`src/rtl/sipo_deser.sv`:
```
// MSB-first serial-to-parallel deserializer, one-entry output register, valid/ready handshake.
// dout_valid rises on the edge that samples bit N; a word completing while dout is held sets sticky overrun.
module sipo_deser #(
  parameter  int N  = 4,
  localparam int CW = $clog2(N)
) (
  input  logic          clk,
  input  logic          rst,
  input  logic          clr,
  input  logic          sin,
  input  logic          sin_valid,
  output logic [N-1:0]  dout,
  output logic          dout_valid,
  input  logic          dout_ready,
  output logic [CW-1:0] bit_cnt,
  output logic          overrun
);

  typedef enum logic {S_EMPTY, S_FULL} state_t;

  localparam logic [CW-1:0] LAST_BIT = CW'(N - 1);

  state_t        state_q, state_d;
  logic [N-1:0]  sh_q, sh_d;
  logic [N-1:0]  dout_q, dout_d;
  logic [CW-1:0] cnt_q, cnt_d;
  logic          ovr_q, ovr_d;

  logic [N-1:0]  word;
  logic          frame_done;

  assign word       = {sh_q[N-2:0], sin};
  assign frame_done = sin_valid && (cnt_q == LAST_BIT);

  always_comb begin
    state_d = state_q;
    sh_d    = sh_q;
    dout_d  = dout_q;
    cnt_d   = cnt_q;
    ovr_d   = ovr_q;
    if (clr) begin
      state_d = S_EMPTY;
      sh_d    = '0;
      dout_d  = '0;
      cnt_d   = '0;
      ovr_d   = 1'b0;
    end else begin
      if (sin_valid) begin
        sh_d  = word;
        cnt_d = frame_done ? '0 : cnt_q + 1'b1;
      end
      case (state_q)
        S_EMPTY: begin
          if (frame_done) begin
            dout_d  = word;
            state_d = S_FULL;
          end
        end
        S_FULL: begin
          // A consumer accepting on the completing cycle frees the slot for the new word.
          if (frame_done) begin
            if (dout_ready) dout_d = word;
            else            ovr_d  = 1'b1;
          end else if (dout_ready) begin
            state_d = S_EMPTY;
          end
        end
        default: state_d = S_EMPTY;
      endcase
    end
  end

  always_ff @(posedge clk or negedge rst) begin
    if (!rst) begin
      state_q <= S_EMPTY;
      sh_q    <= '0;
      dout_q  <= '0;
      cnt_q   <= '0;
      ovr_q   <= 1'b0;
    end else begin
      state_q <= state_d;
      sh_q    <= sh_d;
      dout_q  <= dout_d;
      cnt_q   <= cnt_d;
      ovr_q   <= ovr_d;
    end
  end

  assign dout       = dout_q;
  assign dout_valid = (state_q == S_FULL);
  assign bit_cnt    = cnt_q;
  assign overrun    = ovr_q;

endmodule
```
`config.mk`:
```
export PLATFORM = sky130hd
export DESIGN_NAME = sipo_deser
export DESIGN_NICKNAME = d
export VERILOG_FILES = /design/src/rtl/sipo_deser.sv
export SDC_FILE = /design/constraint.sdc
export NUM_CORES = 1
export LEC_CHECK = 0
export CAP_MARGIN = 10
export CORE_MARGIN = 8
export CORE_UTILIZATION = 30
export CTS_CLUSTER_SIZE = 40
export DETAILED_ROUTE_END_ITERATION = 10
export PLACE_DENSITY_LB_ADDON = 0.08
export SETUP_SLACK_MARGIN = 0.15
export SLEW_MARGIN = 30
export SYNTH_ARGS = -nofsm -noshare
export SYNTH_HDL_FRONTEND = slang
export SYNTH_SLANG_ARGS = --single-unit
```
`constraint.sdc`:
```
create_clock -name clk -period 1.45 [get_ports clk]
set_input_delay 0.435 -clock clk [delete_from_list [all_inputs] [get_ports clk]]
set_output_delay 0.435 -clock clk [all_outputs]
set_load 0.005 [all_outputs]
```
==> results.json <==
{
  "outcome": "complete, no violations",
  "syn_area_um2": 538.0,
  "drv_cap": 0,
  "die_h_um": 58.35,
  "power.density_mw_per_mm2": 808.0,
  "synth_seq_cells": 11,
  "arrival_ns": 0.78,
  "coreArea_mm2": 0.001708,
  "first_pass_iters": 3,
  "whs_ns": 0.4567,
  "die_w_um": 58.35,
  "area_delta_synth_final_pct": 43.95,
  "fin_area_um2": 774.5,
  "grt_pass1_wl_um": 1842,
  "cts_tree": "yes",
  "dpl.hpwl_um": 824.5,
  "setup-violations-final": 0,
  "async_flop_share": 1.000,
  "ys_warn_count": 0,
  "synth_compound_area_frac": 0.03023,
  "synth_xor_area_frac": 0,
  "pwr-share-seq": 0.509,
  "cts-buffers-inserted": 3,
  "clkPwrFrac": 0.350,
  "synthSimpleGateAreaFrac": 0.2488,
  "worstPathCellList": "buf_2",
  "dieArea_mm2": 0.003405,
  "power.share.combinational": 0.142,
  "switching_share": 0.2475,
  "cp-end-kind": "output pin",
  "drtIter0Drc": 4,
  "final_layout_size_suffix_gt1_frac": 0.3889,
  "cts_sinks": 11,
  "hold_viol": 0,
  "postRouteAntennaNets": 0,
  "wl_um": 1124,
  "io_buffers": 13,
  "hold_path.class": "in2async",
  "place_area_um2": 735.7,
  "vias": 405,
  "grt_setup_unrepaired": "false",
  "diodes": 0,
  "cp_num_buf_inv": 1,
  "cpPeakStageDelay_ns": 0.38,
  "startpoint_type": "flip-flop",
  "yosysSeqAreaShare": 0.5116,
  "grt_overflow": 0,
  "clockBufferDepth": 2,
  "max-vdd-ir-drop_mv": 0.4082,
  "synth.distinct_cells": 14,
  "grt_pass1_vias": 403,
  "cell_internal_pwr_uw": 471.0,
  "crit_type": "reg2out",
  "path_clk_slew_ns": 0.08,
  "final_max_slew_viol_count": 0,
  "worst_slew_pin_slew_ns": 0.2734,
  "syn_nets": 52,
  "grt_use_total": 0.07377,
  "wire_per_inst_um": 11.59,
  "gp_congestion": 0.6703,
  "switchingPower_uw": 154.9,
  "placementRows": 15,
  "finalCritPeriodShare": 0.8379,
  "start_util": 0.3150,
  "cts-root-buf": "clkbuf_4",
  "fillers": 169,
  "syn_avg_cell_area_um2": 11.96,
  "finClkSkew_ns": 0.002490,
  "ys.flop_type": "dfrtp_1",
  "grt_max_degree": 12,
  "crit_path_max_fanout": 2,
  "crit_family": "flip-flops",
  "synth_top_family_by_area": "simple AND/OR/NAND/NOR gates",
  "insertion_delay_ns": 0.27,
  "fin_nets": 80,
  "required_ns": 1.02,
  "drc_errors": 0,
  "pin_count": 14,
  "slew_headroom": 0.8172,
  "fmax_mhz": 823.1,
  "yosys.area_share.adder": 0.02326,
  "antenna_found_initial": 0,
  "via_per_inst": 4.175,
  "htreeDepth": 1,
  "synth_edf_count": 0,
  "p_leak_nw": 0.3900,
  "min_period_ns": 1.215,
  "synthMuxAreaShare": 0.1488,
  "crit_slowest_cell": "dfrtp_1",
  "netlist_instances": 45
}
[synth_stat cells, types with 2 or more instances]
cell type	instances	area [um2]
nand2b_1	8	50.05
a21oi_1	2	10.01
dfrtp_1	11	275.3
nor2_1	7	26.28
mux2i_1	8	80.08
[path summary, 6_finish.rpt]
path	from	endpoint	slack, ns	cells after the start
setup / recovery	dout[3]	dout[3]	0.24	1
hold reg to reg	dout[1]	dout[1]	0.55	2
hold / removal	rst	overrun	0.46	2
max in group asynchronous	rst	sh_q[1]	0.84	2
setup reg to reg	bit_cnt[0]	dout[3]	0.25	6
min in group clk	dout[1]	dout[1]	0.55	2
[logic make-up (layout without fill, tap and decap cells)]
family                   after synthesis  after routing
AO/OA/AOI/OAI                          3              3
flip-flops                            11             11
multiplexers                           8              8
AND/OR/NAND/NOR                       19             19
adder cells (fa/ha/maj)                1              1
buffers and inverters                  3             30
[per-stage QoR]
step	std cells	TNS (ns)	total power, mW	setup WS (ns)	utilization
final	97	0	0.6258	0.2351	0.4535
after global routing	97	0	0.6677	0.1755	0.4535
after CTS	96	0	0.6355	0.1137	0.4491
after detailed placement	88	-0.8451	0.4100	-0.1095	0.4308
after global placement	88	-0.7224	0.4097	-0.1132	0.4308
after floorplan	45	0	0.3604	0.3448	-
[flip-flops by register name, indices dropped and copies added (netlist names)]
register    cells
bit_cnt         2
sh_q            3
overrun         1
dout            4
dout_valid      1
[routing by layer]
metal,vias to the layer above,part of all wire,GRT usage
met2,13,0.43,0.1008
met3,4,0.066,0.03478
li1,201,-,-
met5,-,0,0
met4,0,0.025,0.06294
met1,187,0.48,0.08408
[what timing repair did]
item                                    CTS  global route
hold buffers                              0             0
setup buffers                             4             1
endpoints found under the setup margin    8            11
resized for setup                        26             6
pin swaps                                 0             0
[placed cells by master, fill, tap and decap left out]
master,instances
nor2_1,7
nand2_4,1
ha_4,1
clkbuf_2,3
dlymetal6s2s_1,1
clkdlybuf4s50_1,4
nor2b_4,1
buf_4,12
a21oi_1,2
inv_1,1
nand2b_1,8
buf_2,5
nor3b_2,1
nor2_8,1
dfrtp_1,11
clkbuf_1,1
mux2i_1,8
a31oi_1,1
clkbuf_4,3
[cell type report]
cell class,count,area (um2),share of cell area
well taps,25,31.28,0.04039
flip-flops and latches,11,275.3,0.3554
clock buffers,4,26.28,0.03393
inverters,1,3.754,0.004847
multi-input cells,31,255.2,0.3296
repair buffers,25,182.7,0.2359
[power by group through the flow]
| stage | Clock [mW] | Sequential (mW) | Combinational, mW |
|---|---|---|---|
| after floorplan | 0 | 0.326 | 0.0341 |
| after global placement | 0 | 0.326 | 0.0841 |
| after detailed placement | 0 | 0.326 | 0.0843 |
| after CTS | 0.229 | 0.319 | 0.0882 |
| after global routing | 0.250 | 0.320 | 0.0982 |
| final | 0.219 | 0.318 | 0.0886 |
Note: power is estimated with default switching activity, not from simulation.
